--- config.mk ---
export PLATFORM = sky130hd
export DESIGN_NAME = apb_frame_commit
export DESIGN_NICKNAME = d
export VERILOG_FILES = /design/src/rtl/tiles_pkg.sv /design/src/rtl/commit_fifo.sv /design/src/rtl/apb_frame_commit.sv
export SDC_FILE = /design/constraint.sdc
export NUM_CORES = 1
export LEC_CHECK = 0
export CORE_MARGIN = 5
export CORE_UTILIZATION = 50
export CTS_CLUSTER_SIZE = 40
export DETAILED_ROUTE_END_ITERATION = 8
export MAX_ROUTING_LAYER = met4
export PLACE_DENSITY = 0.82
export SYNTH_ARGS = -nofsm -noshare
export SYNTH_HDL_FRONTEND = slang
export SYNTH_SLANG_ARGS = --single-unit
--- constraint.sdc ---
create_clock -name clk -period 4.4 [get_ports clk]
set_clock_uncertainty 0.2 [all_clocks]
set_input_delay 0.88 -clock clk [delete_from_list [all_inputs] [get_ports clk]]
set_output_delay 0.88 -clock clk [all_outputs]
set_load 0.02 [all_outputs]
--- src/rtl/tiles_pkg.sv ---
// Shared constants and FSM state type for the frame-commit scheduler.
package tiles_pkg;

   localparam int unsigned NCON_DEF  = 4;
   localparam int unsigned DEPTH_DEF = 4;

   typedef enum logic {
      IDLE  = 1'b0,
      DRAIN = 1'b1
   } state_t;

endpackage

--- src/rtl/commit_fifo.sv ---
// Synchronous FIFO holding {consumer index, data} entries; a push into a full
// FIFO is accepted only if a pop frees a slot in the same cycle.
module commit_fifo #(
   parameter int unsigned W     = 34,
   parameter int unsigned DEPTH = 4,
   parameter int unsigned CW    = $clog2(DEPTH + 1)
) (
   input  logic          clk,
   input  logic          res,
   input  logic          push,
   input  logic [W-1:0]  din,
   input  logic          pop,
   output logic [W-1:0]  dout,
   output logic          full,
   output logic          empty,
   output logic          drop,
   output logic [CW-1:0] cnt
);

   localparam int unsigned AW = (DEPTH > 1) ? $clog2(DEPTH) : 1;

   logic [W-1:0]  mem [DEPTH];
   logic [AW-1:0] wr_ptr;
   logic [AW-1:0] rd_ptr;
   logic          pop_ok;
   logic          push_ok;

   assign full    = (cnt == CW'(DEPTH));
   assign empty   = (cnt == '0);
   assign pop_ok  = pop & ~empty;
   assign push_ok = push & (~full | pop_ok);
   assign drop    = push & ~push_ok;
   assign dout    = mem[rd_ptr];

   always_ff @(posedge clk) begin
      if (push_ok) begin
         mem[wr_ptr] <= din;
      end
   end

   always_ff @(posedge clk) begin
      if (res) begin
         wr_ptr <= '0;
         rd_ptr <= '0;
         cnt    <= '0;
      end else begin
         if (push_ok) begin
            wr_ptr <= (wr_ptr == AW'(DEPTH - 1)) ? '0 : wr_ptr + AW'(1);
         end
         if (pop_ok) begin
            rd_ptr <= (rd_ptr == AW'(DEPTH - 1)) ? '0 : rd_ptr + AW'(1);
         end
         unique case ({push_ok, pop_ok})
            2'b10:   cnt <= cnt + CW'(1);
            2'b01:   cnt <= cnt - CW'(1);
            default: cnt <= cnt;
         endcase
      end
   end

endmodule

--- src/rtl/apb_frame_commit.sv ---
// Queues APB register writes and releases them to the consumer registers as
// one back-to-back burst per animate frame pulse.
module apb_frame_commit
   import tiles_pkg::*;
#(
   parameter int unsigned NCON  = NCON_DEF,
   parameter int unsigned DEPTH = DEPTH_DEF,
   parameter int unsigned CW    = $clog2(DEPTH + 1)
) (
   input  logic            clk,
   input  logic            res,
   input  logic            write_en0,
   input  logic [NCON-1:0] right_addr,
   input  logic [31:0]     pwdata,
   input  logic            animate,
   output logic [31:0]     cmt_data,
   output logic [NCON-1:0] cmt_load,
   output logic            busy,
   output logic            ovf,
   output logic [CW-1:0]   fifo_cnt
);

   localparam int unsigned IW = (NCON > 1) ? $clog2(NCON) : 1;

   state_t          state;
   state_t          state_d;
   logic [CW-1:0]   remain;
   logic [CW-1:0]   remain_d;
   logic [IW-1:0]   idx;
   logic            push;
   logic            pop;
   logic [IW+31:0]  head;
   logic [IW-1:0]   head_idx;
   logic [31:0]     head_data;
   logic            full;
   logic            empty;
   logic            drop;
   logic [31:0]     data_d;
   logic [NCON-1:0] load_d;

   assign push = write_en0 & (|right_addr);

   // Lowest set bit wins when several consumer selects match.
   always_comb begin
      idx = '0;
      for (int unsigned i = NCON; i > 0; i--) begin
         if (right_addr[i-1]) begin
            idx = IW'(i - 1);
         end
      end
   end

   commit_fifo #(
      .W     (IW + 32),
      .DEPTH (DEPTH),
      .CW    (CW)
   ) u_fifo (
      .clk   (clk),
      .res   (res),
      .push  (push),
      .din   ({idx, pwdata}),
      .pop   (pop),
      .dout  (head),
      .full  (full),
      .empty (empty),
      .drop  (drop),
      .cnt   (fifo_cnt)
   );

   assign head_idx  = head[IW+31:32];
   assign head_data = head[31:0];

   // remain snapshots occupancy at the frame pulse, so words queued during
   // the drain wait for the next frame.
   always_comb begin
      state_d  = state;
      remain_d = remain;
      pop      = 1'b0;
      load_d   = '0;
      data_d   = cmt_data;
      unique case (state)
         IDLE: begin
            if (animate && !empty) begin
               state_d  = DRAIN;
               remain_d = fifo_cnt;
            end
         end
         DRAIN: begin
            pop              = 1'b1;
            load_d[head_idx] = 1'b1;
            data_d           = head_data;
            remain_d         = remain - CW'(1);
            if (remain == CW'(1)) begin
               state_d = IDLE;
            end
         end
         default: state_d = IDLE;
      endcase
   end

   always_ff @(posedge clk) begin
      if (res) begin
         state    <= IDLE;
         remain   <= '0;
         cmt_data <= '0;
         cmt_load <= '0;
         busy     <= 1'b0;
         ovf      <= 1'b0;
      end else begin
         state    <= state_d;
         remain   <= remain_d;
         cmt_data <= data_d;
         cmt_load <= load_d;
         busy     <= (state == DRAIN);
         ovf      <= ovf | drop;
      end
   end

   logic unused_full;
   assign unused_full = full;

endmodule
==> results of run 1 <==
routing by layer:
metal | up-vias | share of wire, % | global-route usage, %
met3 | 19 | 4.9 | 4.96
li1 | 1637 | - | -
met2 | 105 | 53 | 29.0
met4 | 0 | 1.3 | 5.74
met5 | - | 0 | -
met1 | 1840 | 41 | 21.0
power by group through the flow:
stage,clock [mW],combinational (mW),sequential [mW]
finish,1.68,0.520,2.10
global route,1.77,0.562,2.12
CTS,1.70,0.527,2.11
detailed placement,0,0.521,2.14
global placement,0,0.506,2.13
floorplan,0,0.320,2.14
final timing paths:
path | end | slack [ns] | depth (start not counted)
max | u_fifo.cnt[2] | 1.11 | 10
max reg2reg | u_fifo.cnt[2] | 1.69 | 9
min reg2reg | ovf | 0.28 | 2
min | ovf | 0.28 | 2
logic make-up after synthesis:
group	after synthesis
flops	187
mux	67
simple gates	63
buf+inv	30
compound gates	20
fa+ha+maj	9
xor+xnor	3
per-stage QoR:
step           cells  util, %  setup slack [ns]  power (mW)
5_1_grt          654     61.9             0.987        4.45
3_3_place_gp     622     57.1             0.799        2.64
3_5_place_dp     622     57.1             0.679        2.66
6_report         654     61.9              1.11        4.30
4_1_cts          654     61.9              1.13        4.33
2_1_floorplan    379        -              1.47        2.46
final cells by class:
cell class	instances	area share, %
clock buffer	18	5.04
clock inverter	14	2.64
inverter	11	0.485
multi-input combinational	162	19.7
sequential	187	60.0
tap	180	2.64
timing repair buffer	82	9.52
layout by cell type, fill, tap and decap left out, types with 3 or more instances in the layout:
master / n
clkdlybuf4s50_1: 79
bufinv_16: 6
dfxtp_2: 3
inv_1: 11
a221oi_1: 3
clkinv_2: 3
nand3_1: 3
nand2_1: 4
clkinvlp_4: 3
dfxtp_1: 48
and3_2: 4
mux2i_1: 33
o21ai_0: 3
xor2_1: 3
nor2_1: 43
mux4_2: 32
ha_1: 8
a21oi_1: 7
edfxtp_1: 136
clkbuf_16: 17
worst reg2reg max path, stage by stage (launching register included):
cell and delay (ns):
dfxtp_2 0.47, nor4b_2 0.56, nor2_1 0.09, inv_1 0.09
ha_1 0.17, inv_1 0.06, fa_1 0.37, xor2_1 0.16
or3_1 0.31, a21oi_1 0.15
registers in the layout, summed over array words and instances, names as in the netlist, named ones only:
name and cells:
u_fifo.wr_ptr 2, cmt_load 4, u_fifo.mem 136, u_fifo.cnt 3, cmt_data 32, remain 3, ovf 1, state 1
u_fifo.rd_ptr 2, busy 1
==> flow_summary_export.csv, run 1 <==
group,metric,value,unit
floorplan,fp.dieW,128,um
global_route,grt_use_total,17.5,%
timing,slew_headroom,37.7,%
floorplan,start_util,50.6,%
setup_path,crit_fanout,4,
logic_synthesis,synthArstFlopShare,0,%
timing,fin_worst_hold_slack,0.276,ns
timing,tns,0,ns
timing,fin_crit,3.29,ns
setup_path,cp.arrival,3.44,ns
pwr,clkPwrFrac,39.0,%
clock_network,clk_pin_slew,0.06,ns
logic_synthesis,synth-simple-area-share,4.18,%
floorplan,ios,81,
logic_synthesis,synth_cell_types,35,
setup_path,path_buf_inv,3,
logic_synthesis,yosys.area_share.adder,1.72,%
logic_synthesis,synth-seq-area-share,73.3,%
drt,wl_per_cell,20.2,um
setup_path,critPathMaxStageDelay,0.67,ns
global_route,gr-total-overflow,0,
placement,gp_congestion,0.752,
logic_synthesis,syn_area,0.00697,mm^2
setup_path,cpMostUsedCell,"inv_1",
logic_synthesis,synth_cells,379,
drt,route.detailed.drc,0,
logic_synthesis,synth_xor_area_share,0.377,%
placement,place_area,0.00787,mm^2
logic_synthesis,yosys_warnings,0,
setup_path,start_kind,"input port",
global_route,grt_max_degree,47,
clock_network,clkSinkCount,187,
logic_synthesis,synth_seq_cells,187,
placement,hpwl,7730,um
placement,port_buffers,80,
clock_network,insertion_delay,0.43,ns
clock_network,cts_tree,"yes",
logic_synthesis,post_synth.cell_area_avg,18.4,um^2
pwr,combPwrFrac,12.1,%
finish,final_area,0.00852,mm^2
logic_synthesis,synth_top_flop_cell,"edfxtp_1",
finish,register_area,0.00511,mm^2
drt,route.vias.total,3601,
global_route,grt_first_pass_wirelength,20600,um
logic_synthesis,synth_nets,428,
clock_network,post_cts_buffers,0,
clock_network,htreeDepth,4,
timing,period_share,74.9,%
drt,drt_iter0_markers,314,
finish,nFillCells,1013,
timing,clock.fmax,0.304,GHz
logic_synthesis,synth_common_cells,"136 x edfxtp_1, 51 x dfxtp_1, 43 x nor2_1",
clock_network,cts-root-buf,"clkbuf_16",
timing,hold_viol_final,0,
pwr,internal_power,3.33,mW
timing,slew_viol_final,0,
logic_synthesis,synth_area_leaders,"edfxtp_1 59%, dfxtp_1 15%, mux4_2 10%, mux2i_1 4.7%, nor2_1 2.3%",
drt,antenna_left,0,
clock_network,hold_buffers,0,
logic_synthesis,synth_edf_count,136,
pwr,peakVddDrop,0.490,mV
hold_path,hold_class,"reg -> reg",
logic_synthesis,synth_compound_area_share,1.90,%
pwr,power.switching,0.966,mW
setup_path,worstPathCellList,"clkdlybuf4s50_1, o41ai_1, nor2_1, inv_1, ha_1, inv_1, fa_1, xor2_1, or3_1, a21oi_1",
job,cap_violations,0,
finish,drive_above_1_share,15.4,%
setup_path,crit_required,4.55,ns
global_route,grt_pass1_vias,3790,
pwr,power_frac_seq,48.9,%
floorplan,rows,43,
floorplan,die_height,128,um
global_route,antenna_found_initial,0,
setup_path,critPathSlowestCell,"o41ai_1",
setup_path,crit_type,"in -> reg",
logic_synthesis,synthMuxAreaShare,15.8,%
drt,drtPass1Iterations,5,
hold_path,min_from,"ovf",
timing,rsz0062_at_grt,"false",
pwr,switching_share,22.5,%
outcome,status,"finished clean",
setup_path,critPathTopFamily,"compound AO/OA/AOI/OAI gates",
clock_network,cts_made_buffers,17,
logic_synthesis,synth_top_area_cell,"edfxtp_1",
finish,area_growth,22.3,%
floorplan,core_area,0.0138,mm^2
logic_synthesis,yosysMostFrequentCell,"edfxtp_1",
timing,worst_pin_slew,0.934,ns
setup_path,crit_start,"right_addr[1]",
floorplan,die-area,0.0164,mm^2
pwr,leakagePower,2.81,nW
finish,layout.nets,510,
clock_network,cts_resized,0,
finish,multiInputGateArea,0.00168,mm^2
logic_synthesis,synth_top_family_by_area,"multiplexers",
setup_path,crit_path_end_kind,"flip-flop",
logic_synthesis,synth_top_area_share,58.6,%
drt,avgViaCountPerCell,5.51,
finish,num_antenna_cells,0,
clock_network,clk_path_buf_depth,2,
pwr,powerDensity,505,mW/mm^2
setup_path,r2r_start,"state",
timing,finalSetupViolCount,0,
drt,wl,13200,um
(Power assumes the default switching activity.)
==> inputs of run 2 (changes only) <==
Clock period 4.4 ns to 3.1 ns, I/O delays scaled along.
==> flow_summary_export.csv, run 2 (synthesis results as in run 1) <==
group,metric,value,unit
clock_network,hold_buffers,0,
drt,wl,12700,um
global_route,gr-total-overflow,0,
global_route,grt_first_pass_wirelength,20100,um
setup_path,crit_path_end_kind,"flip-flop",
clock_network,clkSinkCount,187,
global_route,use_met1,20.6,%
setup_path,start_kind,"input port",
drt,route.detailed.drc,0,
global_route,use_met2,28.1,%
outcome,status,"finished clean",
floorplan,core_area,0.0138,mm^2
drt,avgViaCountPerCell,5.37,
timing,clock.fmax,0.349,GHz
finish,mostFrequentLayoutCells,"136 x edfxtp_1, 79 x clkdlybuf4s50_1, 48 x dfxtp_1",
setup_path,r2r_start,"u_fifo.cnt[2]",
drt,route.vias.total,3548,
floorplan,fp.dieW,128,um
timing,period_share,92.6,%
pwr,powerDensity,693,mW/mm^2
clock_network,cts_made_buffers,17,
setup_path,crit_start,"right_addr[1]",
drt,drt_iter0_markers,252,
hold_path,min_from,"cmt_data[26]",
clock_network,cts_resized,0,
pwr,leakagePower,2.83,nW
placement,hpwl,7810,um
clock_network,post_cts_buffers,0,
clock_network,htreeDepth,4,
floorplan,start_util,50.6,%
clock_network,cts_tree,"yes",
timing,slew_viol_final,0,
timing,worst_pin_slew,0.943,ns
floorplan,die_height,128,um
pwr,p_total,5.92,mW
global_route,grt_util_met3,3.96,%
placement,gp_congestion,0.749,
clock_network,insertion_delay,0.42,ns
pwr,peakVddDrop,0.599,mV
finish,layout_commonest_cell,"edfxtp_1",
finish,fin_util,62.0,%
timing,hold_viol_final,0,
floorplan,ios,81,
finish,layout.nets,517,
global_route,antenna_found_initial,1,
timing,fin_crit,2.87,ns
global_route,busiest_layer,"met2",
global_route,grt_use_total,17.0,%
finish,fin_cells,661,
finish,drive_above_1_share,16.5,%
finish,area_growth,22.5,%
hold_path,hold_class,"reg -> reg",
timing,rsz0062_at_grt,"false",
timing,finalSetupViolCount,0,
clock_network,clk_path_buf_depth,2,
timing,tns,0,ns
placement,dpl.cell_count,629,
clock_network,cts-root-buf,"clkbuf_16",
clock_network,clk_pin_slew,0.06,ns
setup_path,crit_type,"in -> reg",
setup_path,reg2reg_slack,0.56,ns
setup_path,crit_required,3.25,ns
global_route,grt_pass1_vias,3740,
floorplan,rows,43,
finish,regMostFlops,"u_fifo.mem",
timing,slew_headroom,37.1,%
setup_path,cp.arrival,3.02,ns
finish,reg_top3,"u_fifo.mem (136), cmt_data (32), cmt_load (4)",
drt,drtPass1Iterations,4,
job,cap_violations,0,
drt,antenna_left,0,
global_route,grt_max_degree,40,
floorplan,die-area,0.0164,mm^2
setup_path,crit_fanout,4,
finish,largest_reg_flops,136,
placement,port_buffers,80,
drt,wl_per_cell,19.3,um
## run 2: cell count changes in the layout (fill, tap and decap cells not counted), sizes merged
cell / before / now
clkbuf: 18 / 17
clkinv: 5 / 8
buf: 3 / 10
diode: 0 / 1
clkinvlp: 3 / 2
bufinv: 6 / 4
## run 2: path summary, 6_finish.rpt
kind	to	cells after the start
setup / recovery	u_fifo.cnt[2]	11
setup reg to reg	u_fifo.cnt[2]	9
hold reg to reg	cmt_data[26]	2
hold / removal	cmt_data[26]	2
## run 2: worst max-delay path: stages
cell and delay (ns):
clkdlybuf4s50_1 0.42, o41ai_1 0.42, buf_4 0.20, nor2_1 0.05
inv_1 0.07, ha_1 0.18, inv_1 0.06, fa_1 0.37
xor2_1 0.16, or3_1 0.30, a21oi_1 0.16
## run 2: power breakdown
part | internal [mW] | switching [mW] | total, mW | leakage (nW)
Clock | 1.33 | 0.858 | 2.19 | 0.291
Sequential | 2.86 | 0.0966 | 2.96 | 1.66
Combinational | 0.383 | 0.388 | 0.771 | 0.874
Total | 4.57 | 1.34 | 5.92 | 2.83
## run 2: final cells by class
class                           count  area, um^2
Multi-Input combinational cell    162        1680
Fill cell                        1005        5240
Clock buffer                       17         425
Inverter                           11        41.3
Antenna cell                        1        2.50
Sequential cell                   187        5110
Timing Repair Buffer               89         876
Clock inverter                     14         179
Tap cell                          180         225
## run 2: metal layers
layer | routed length [um] | up-vias
met5 | 0 | -
met4 | 195 | 0
met1 | 5210 | 1805
met2 | 6780 | 87
met3 | 551 | 13
li1 | - | 1643
## run 2: stage by stage
| stage | setup WS (ns) | hold WS (ns) | area [um^2] |
|---|---|---|---|
| after floorplan | 0.434 | 0.263 | 6970 |
| after global placement | -0.0837 | 0.268 | 7930 |
| after detailed placement | -0.140 | 0.283 | 7930 |
| after CTS | 0.238 | 0.300 | 8530 |
| after global routing | 0.105 | 0.335 | 8540 |
| final | 0.231 | 0.294 | 8540 |
==> inputs of run 3 (changes only) <==
Settings changed: TNS_END_PERCENT set to 5.
==> results of run 3 <==
Final layout, timing and power as in run 2 (identical DEF).
